$ cat src/rtl/aes_ctrl_pkg.sv
// Shared constants and state encoding for the AES-CTR engine control path.
package aes_ctrl_pkg;

   localparam int unsigned AES_BLOCK_W     = 128;
   localparam int unsigned DEFAULT_TIMEOUT = 4096;

   typedef enum logic [1:0] {
      IDLE,
      ISSUE,
      WAIT,
      RESP
   } aes_state_e;

endpackage

$ cat src/rtl/rr_arbiter.sv
// Combinational round-robin pick: first set request at or after ptr, wrapping.
module rr_arbiter #(
   parameter int unsigned N_REQ = 2,
   parameter int unsigned IDX_W = (N_REQ > 1) ? $clog2(N_REQ) : 1
) (
   input  logic [N_REQ-1:0] req,
   input  logic [IDX_W-1:0] ptr,
   output logic [N_REQ-1:0] gnt,
   output logic [IDX_W-1:0] idx,
   output logic             any
);

   logic [IDX_W-1:0] cand;

   always_comb begin
      gnt  = '0;
      idx  = '0;
      any  = 1'b0;
      cand = '0;
      for (int unsigned i = 0; i < N_REQ; i++) begin
         cand = IDX_W'((32'(ptr) + i) % N_REQ);
         if (!any && req[cand]) begin
            gnt[cand] = 1'b1;
            idx       = cand;
            any       = 1'b1;
         end
      end
   end

endmodule

$ cat src/rtl/aes_ctr_arbiter.sv
// Shares one start/done AES-CTR engine between N_REQ requesters, round-robin,
// with a watchdog that converts a missing done into an error response.
module aes_ctr_arbiter
   import aes_ctrl_pkg::*;
#(
   parameter int unsigned N_REQ          = 2,
   parameter int unsigned DATA_W         = AES_BLOCK_W,
   parameter int unsigned TIMEOUT_CYCLES = DEFAULT_TIMEOUT
) (
   input  logic                    clk,
   input  logic                    reset,
   input  logic [N_REQ-1:0]        req_valid,
   output logic [N_REQ-1:0]        req_ready,
   input  logic [N_REQ*DATA_W-1:0] req_data,
   output logic [N_REQ-1:0]        rsp_valid,
   input  logic [N_REQ-1:0]        rsp_ready,
   output logic [DATA_W-1:0]       rsp_data,
   output logic                    rsp_err,
   output logic                    eng_start,
   output logic [DATA_W-1:0]       eng_data_in,
   input  logic [DATA_W-1:0]       eng_data_out,
   input  logic                    eng_done,
   output logic                    busy,
   output logic                    timeout_err,
   output logic [31:0]             blocks_done
);

   localparam int unsigned IDX_W = (N_REQ > 1) ? $clog2(N_REQ) : 1;
   localparam int unsigned WD_W  = (TIMEOUT_CYCLES > 2) ? $clog2(TIMEOUT_CYCLES) : 1;
   localparam logic [WD_W-1:0] WD_LAST = WD_W'(TIMEOUT_CYCLES - 1);

   aes_state_e        state_q, state_d;
   logic [IDX_W-1:0]  rr_ptr_q, rr_ptr_d;
   logic [IDX_W-1:0]  grant_q, grant_d;
   logic [N_REQ-1:0]  rsp_valid_q, rsp_valid_d;
   logic [DATA_W-1:0] rsp_data_q, rsp_data_d;
   logic              rsp_err_q, rsp_err_d;
   logic              eng_start_q, eng_start_d;
   logic [DATA_W-1:0] eng_data_in_q, eng_data_in_d;
   logic              busy_q, busy_d;
   logic              timeout_err_q, timeout_err_d;
   logic [31:0]       blocks_done_q, blocks_done_d;
   logic [WD_W-1:0]   wd_q, wd_d;

   logic [N_REQ-1:0]  arb_gnt;
   logic [IDX_W-1:0]  arb_idx;
   logic              arb_any;
   logic [DATA_W-1:0] req_blk [N_REQ];

   for (genvar i = 0; i < N_REQ; i++) begin : g_unpack
      assign req_blk[i] = req_data[i*DATA_W +: DATA_W];
   end

   rr_arbiter #(
      .N_REQ (N_REQ),
      .IDX_W (IDX_W)
   ) u_rr_arbiter (
      .req (req_valid),
      .ptr (rr_ptr_q),
      .gnt (arb_gnt),
      .idx (arb_idx),
      .any (arb_any)
   );

   // Accept is a same-cycle pulse; masked while reset is applied so no block is taken.
   assign req_ready   = (state_q == IDLE && !reset) ? arb_gnt : '0;
   assign rsp_valid   = rsp_valid_q;
   assign rsp_data    = rsp_data_q;
   assign rsp_err     = rsp_err_q;
   assign eng_start   = eng_start_q;
   assign eng_data_in = eng_data_in_q;
   assign busy        = busy_q;
   assign timeout_err = timeout_err_q;
   assign blocks_done = blocks_done_q;

   always_comb begin
      state_d       = state_q;
      rr_ptr_d      = rr_ptr_q;
      grant_d       = grant_q;
      rsp_data_d    = rsp_data_q;
      rsp_err_d     = rsp_err_q;
      eng_data_in_d = eng_data_in_q;
      timeout_err_d = timeout_err_q;
      blocks_done_d = blocks_done_q;
      wd_d          = wd_q;
      unique case (state_q)
         IDLE: begin
            if (arb_any) begin
               grant_d       = arb_idx;
               eng_data_in_d = req_blk[arb_idx];
               state_d       = ISSUE;
            end
         end
         ISSUE: begin
            wd_d    = '0;
            state_d = WAIT;
         end
         WAIT: begin
            // done takes priority over a watchdog expiry in the same cycle
            if (eng_done) begin
               rsp_data_d = eng_data_out;
               rsp_err_d  = 1'b0;
               state_d    = RESP;
            end else if (wd_q == WD_LAST) begin
               rsp_data_d    = '0;
               rsp_err_d     = 1'b1;
               timeout_err_d = 1'b1;
               state_d       = RESP;
            end else begin
               wd_d = wd_q + WD_W'(1);
            end
         end
         RESP: begin
            if (rsp_ready[grant_q]) begin
               rr_ptr_d      = IDX_W'((32'(grant_q) + 32'd1) % N_REQ);
               blocks_done_d = blocks_done_q + 32'd1;
               state_d       = IDLE;
            end
         end
         default: state_d = IDLE;
      endcase
      rsp_valid_d = (state_d == RESP) ? (N_REQ'(1) << grant_d) : '0;
      eng_start_d = (state_d == ISSUE);
      busy_d      = (state_d != IDLE);
   end

   always_ff @(posedge clk) begin
      if (reset) begin
         state_q       <= IDLE;
         rr_ptr_q      <= '0;
         grant_q       <= '0;
         rsp_valid_q   <= '0;
         rsp_data_q    <= '0;
         rsp_err_q     <= 1'b0;
         eng_start_q   <= 1'b0;
         eng_data_in_q <= '0;
         busy_q        <= 1'b0;
         timeout_err_q <= 1'b0;
         blocks_done_q <= '0;
         wd_q          <= '0;
      end else begin
         state_q       <= state_d;
         rr_ptr_q      <= rr_ptr_d;
         grant_q       <= grant_d;
         rsp_valid_q   <= rsp_valid_d;
         rsp_data_q    <= rsp_data_d;
         rsp_err_q     <= rsp_err_d;
         eng_start_q   <= eng_start_d;
         eng_data_in_q <= eng_data_in_d;
         busy_q        <= busy_d;
         timeout_err_q <= timeout_err_d;
         blocks_done_q <= blocks_done_d;
         wd_q          <= wd_d;
      end
   end

endmodule

$ cat config.mk
export PLATFORM = sky130hd
export DESIGN_NAME = aes_ctr_arbiter
export DESIGN_NICKNAME = d
export VERILOG_FILES = /design/src/rtl/aes_ctrl_pkg.sv /design/src/rtl/rr_arbiter.sv /design/src/rtl/aes_ctr_arbiter.sv
export SDC_FILE = /design/constraint.sdc
export NUM_CORES = 1
export LEC_CHECK = 0
export CAP_MARGIN = 5
export CORE_AREA = 2 2 267 269
export CTS_CLUSTER_SIZE = 30
export DETAILED_ROUTE_END_ITERATION = 10
export DIE_AREA = 0 0 269 271
export GPL_TIMING_DRIVEN = 0
export PLACE_DENSITY = 0.45
export SLEW_MARGIN = 5
export SYNTH_ARGS = -nofsm -noshare
export SYNTH_HDL_FRONTEND = slang
export SYNTH_SLANG_ARGS = --single-unit
$ cat constraint.sdc
create_clock -name clk -period 5.8 [get_ports clk]
set_clock_uncertainty 0.1 [all_clocks]
set_input_delay 0.58 -clock clk [delete_from_list [all_inputs] [get_ports clk]]
set_output_delay 0.58 -clock clk [all_outputs]
set_load 0.01 [all_outputs]
# Word-level counts from Yosys, hierarchy flattened
# Index checks and enable logic that the tools add are counted.
# W data, S select, Z words.
# totals
ff_bits,310
input_bits,391
out_inout_bits,296
elab_cells,85
# op_classes
add_sub_neg,4
order_cmp,6
eq_ne,8
shifts,1
n_mux,34
n_bitwise,4
reduce_logical,16
# ops
cell,count
$mux W128,5
$add A32 B1 Y32 const B,1
$mux W12,2
$pmux W12 S2,1
$mux W1,16
$mux W2,7
$add A12 B1 Y12 const B,1
$eq A12 B12 Y1 const B,1
$pmux W2 S4,1
$eq A2 B2 Y1 const B,3
$lt A1 B2 Y1 const B,3
$reduce_and A2 Y1,3
$reduce_and A3 Y1,2
$reduce_bool A2 Y1,3
$eq A2 B1 Y1 const B,2
$logic_and A1 B1 Y1,4
$ne A2 B2 Y1 const B,2
$add A1 B1 Y1 const B,2
$demux W1 S1,2
$ge A1 B1 Y1 const B,2
$ge A2 B2 Y1 const B,1
$logic_not A1 Y1,2
$logic_not A2 Y1,1
$not A1 Y1,2
other kinds (4),4

# Logic depth before layout (Yosys ltp)
# logic_depth
depth_word,11
ltp_mapped,8
mapped_depth_nobuf,6

# Hierarchy
# From an unflattened synthesis, not the netlist that was laid out.
# unflattened
cells_unflattened,1161
hier_area_um2,12085.3
# modules_own_cells
module,n_inst,cells_each,area_per_inst_um2,seq_area_each_um2
aes_ctr_arbiter,1,1156,12052.8,6206.0
rr_arbiter,1,5,32.5,0.0

# Worst setup path after synthesis
# No wires, ideal clock.
# synth_path
kind,input to output
startpoint,input port req_valid[0]
endpoint,output port req_ready[1]
t_arrival_ps,1434
setup_slack_ps,3686
cell_stages,5
n_path_buf,2
path_cell_list,inv_1 > o21ai_1 > clkbuf_1 > buf_2 > nor4_1
# synth_via
elab_chain_len,7
word_cells_on_any_way,11
# synth_rtl
element,line,rtl
start: declaration,aes_ctr_arbiter.sv:12,"input logic [N_REQ-1:0] req_valid,"
$mux W1 (not written as such) (2 in series),rr_arbiter.sv:22,if (!any && req[cand]) begin
$mux W1,rr_arbiter.sv:22,
$logic_not A1 Y1,rr_arbiter.sv:22,
$logic_and A1 B1 Y1,rr_arbiter.sv:22,
$mux W2 *,rr_arbiter.sv:22,
$mux W2 *,aes_ctr_arbiter.sv:66,assign req_ready = (state_q == IDLE && !reset) ? arb_gnt : '0;
end: declaration,aes_ctr_arbiter.sv:13,"output logic [N_REQ-1:0] req_ready,"
# Mark *: on every way between the ends. The rest lies on a longest branch, timed or not. The select of a mux whose other input is x is not followed.

# Final worst setup path
# Same ends and word-level chain as after synthesis.

==> results summary <==
Of the cells placed in the final design, the portion with a size suffix greater than 1 is 4.87%. The number of nets with antenna violations after detailed routing came out at 0. Setup repair after global routing left no endpoint under its margin. Measured against its own limit, the worst slew margin works out to 32.2%. The detailed placement HPWL is 49400 um. The number of optimization iterations in the first detailed-route pass is 5. The most used flip-flop cell after synthesis is sky130_fd_sc_hd__dfxtp_1.

The timing-limited maximum frequency is 241 MHz. The DRC violation count after routing is 0. The post-synthesis area per instance came out at between 9 and 10 um2. The largest net degree at the start of global routing is 11. Summed over all layers, the global routing overflow is 0. The number of global-route vias before repair came out at 13100. The cell that appears most often on the critical path is sky130_fd_sc_hd__clkdlybuf4s50_1.

The number of synthesis warnings is 0. The port buffer count is 685. The overall fraction of global-route tracks in use came out at between 10% and 20%.

The final layout contains 2421 nets. The number of gates resized after CTS is 0. Across the VDD grid, the largest voltage drop is between 150 and 200 uV. Hold is met by 0.380 ns. Synthesis inferred 310 register bits.

The buffer levels on the longest clock path is 3. The clock slew seen by the registers of the worst setup and hold paths is around 0.060 ns. The largest fanout on the critical path is 10. The fraction of registers with async set/reset came out at 0%. The first-pass GRT wire length came out at between 80000 and 90000 um. The ratio of total power to cell area is 291 nW/um2. Counting every sink on the clock net gives 310. Counting the buffers created by CTS gives 41.

The share of the clock period used by the worst path after layout is a little under three quarters. Row generation in the floorplan step produced 97 rows. The flow ran to the end, and the final reports show no timing, DRC or antenna violations. The die outline area is 72900 um2. The classification of the worst-slack hold path is reg2reg. The detailed-route via count is around 13000. The horizontal die dimension is 269 um. The final hold violation count is 0. The post-synth net total came out at 1693. The CTS tree is built. The per-cell routed wire length is between 20 and 25 um. From synthesis to final layout, the design area changed by 76.0%. In the post-synthesis netlist, the biggest area contributors are sky130_fd_sc_hd__dfxtp_1 51%, sky130_fd_sc_hd__mux2i_1 11%, sky130_fd_sc_hd__nor2_1 9.3%. The worst hold path was traced through 2 stages. During I/O placement, the number of pins put on the boundary was 687. The detailed-route vias per instance is 4.26. The cell count after synthesis came out at 1300.

The minimum period implied by the final worst setup slack is between 4 and 5 ns. After detailed routing, the total wire length is 61900 um. The root buffer cell chosen for the clock tree is sky130_fd_sc_hd__clkbuf_16.

After clock tree synthesis, the setup repair step added 0 buffers. The vertical extent of the die is 271 um. After clock tree synthesis, the flow added hold-fix buffers numbering 0. The cell count of the worst reg-to-reg path is 5. The maximum level of the CTS H-tree is 2. The core footprint came out at 69800 um2. The slowest cell on the critical path is sky130_fd_sc_hd__clkbuf_1. The synthesized netlist contains 48 unique library cells. By startpoint and endpoint, the worst setup path is classified as in2out. Walking the worst path, the cells encountered are clkdlybuf4s50_1 > inv_1 > o21ai_1 > clkbuf_1 > buf_2 > nor4_1 > clkdlybuf4s50_1.

The data required time of the worst path came out at 5.12 ns. STA classifies the critical path startpoint as a primary input. The clock latency on the worst-skew pair came out at 0.56 ns.

Setup violations remaining at the end of the flow were counted as 0. The commonest cells after synthesis are 310 x sky130_fd_sc_hd__dfxtp_1, 304 x sky130_fd_sc_hd__nor2_1, 129 x sky130_fd_sc_hd__a211oi_1, 129 x sky130_fd_sc_hd__mux2i_1, 128 x sky130_fd_sc_hd__a22oi_1. The combined area of all synthesized cells is 12300 um2. The leakage power of the design is 8.07 nW.

The peak per-stage delay on the critical path came out at approximately 0.6 ns. The top-area cell type share of the netlist area came out at about half. The number of pins exceeding their max-slew limit in the final report came out at 0. The setup TNS after final layout came out at 0 ns. The initial antenna violation count was 20. The max-capacitance violation count is 0. The most used standard cell by instance count after synthesis is sky130_fd_sc_hd__dfxtp_1. The effective utilization at floorplan is between 15 and 20%. The number of enable flip-flop cells after synthesis is 0. The initial detailed-routing violation count came out at 546. The routability-driven placement congestion ratio is 0.818. Data on the critical path arrives at its endpoint at 3.46 ns. The fraction of the yosys area taken by sequential cells is 50.6%. The measured slew at the worst slew-check pin is 1.01 ns. The worst setup path is captured at a primary output. sky130_fd_sc_hd__dfxtp_1 takes more of the synthesized area than any other cell.
-- worst paths after layout --
path | from | to | slack (ns)
max reg2reg | rr_ptr_q | eng_data_in[67] | 2.94
min reg2reg | timeout_err | timeout_err | 0.38
max | req_valid[0] | req_ready[1] | 1.66
min | timeout_err | timeout_err | 0.38
-- routing by layer --
| layer | global-route usage (%) | up-vias | routed length [um] |
|---|---|---|---|
| met1 | 15.9 | 6027 | 22000 |
| met5 | 0 | - | 55 |
| met3 | 5.97 | 95 | 5760 |
| li1 | - | 6151 | - |
| met4 | 6.71 | 8 | 1740 |
| met2 | 29.7 | 519 | 32300 |
-- power breakdown --
| group | switching [mW] | internal [mW] |
|---|---|---|
| clock network | 0.986 | 1.46 |
| registers | 0.103 | 2.31 |
| logic | 0.685 | 0.735 |
| total | 1.77 | 4.50 |
-- sequential cells by signal, indices dropped and copies added, names as in the netlist --
register and cells:
blocks_done 32, busy 1, eng_data_in 128, eng_start 1, grant_q 1, rr_ptr_q 1, rsp_data 128, rsp_err 1
rsp_valid 2, state_q 2, timeout_err 1, wd_q 12
-- kinds of logic after synthesis --
kind of cell	after synthesis	share of synthesized area, %
and+or+nand+nor	411	14.7
DFF	310	50.6
AOI/OAI and AO/OA	300	17.9
muxes	132	10.8
buffers and inverters	121	4.05
xor gates and xnor gates	24	1.71
adders and majority gates	2	0.204
-- cell usage in the layout, fill, tap and decap left out, types with 22 or more instances in the layout --
| master | synthesis | layout |
|---|---|---|
| sky130_fd_sc_hd__buf_2 | 34 | 34 |
| sky130_fd_sc_hd__a211oi_1 | 129 | 129 |
| sky130_fd_sc_hd__a22oi_1 | 128 | 128 |
| sky130_fd_sc_hd__clkbuf_1 | 73 | 88 |
| sky130_fd_sc_hd__dfxtp_1 | 310 | 310 |
| sky130_fd_sc_hd__clkdlybuf4s50_1 | 0 | 685 |
| sky130_fd_sc_hd__nand2_1 | 22 | 22 |
| sky130_fd_sc_hd__mux2i_1 | 129 | 129 |
| sky130_fd_sc_hd__nor2_1 | 304 | 304 |
| sky130_fd_sc_hd__clkbuf_16 | 0 | 41 |
-- through the flow --
step	area [um2]	total power, mW	utilization [%]	worst slack [ns]	cells
floorplan	12300	3.01	-	3.69	1300
global placement	20300	3.88	29.1	1.54	2925
detailed placement	20300	3.89	29.1	1.55	2925
CTS	21600	6.40	30.9	1.55	2994
global route	21600	6.58	30.9	1.50	3006
finish	21600	6.28	30.9	1.66	3006
-- worst max-delay path, delay by kind of cell --
kind / cells / cell delay, ns
buffers and inverters: 5 / 2.27
AO/OA/AOI/OAI: 1 / 0.44
AND/OR/NAND/NOR: 1 / 0.16
-- final cells by class --
class                   count  area (um2)
fillers                  7218       48200
multi-input cells         869        5570
inverters                  10        37.5
clock inverters             4        52.6
diodes                     12        30.0
well taps                 940        1180
flip-flops and latches    310        6210
repair buffers            685        6860
clock buffers              65        1210
plain buffers             111         459
Note: power is estimated with default switching activity, not from simulation.
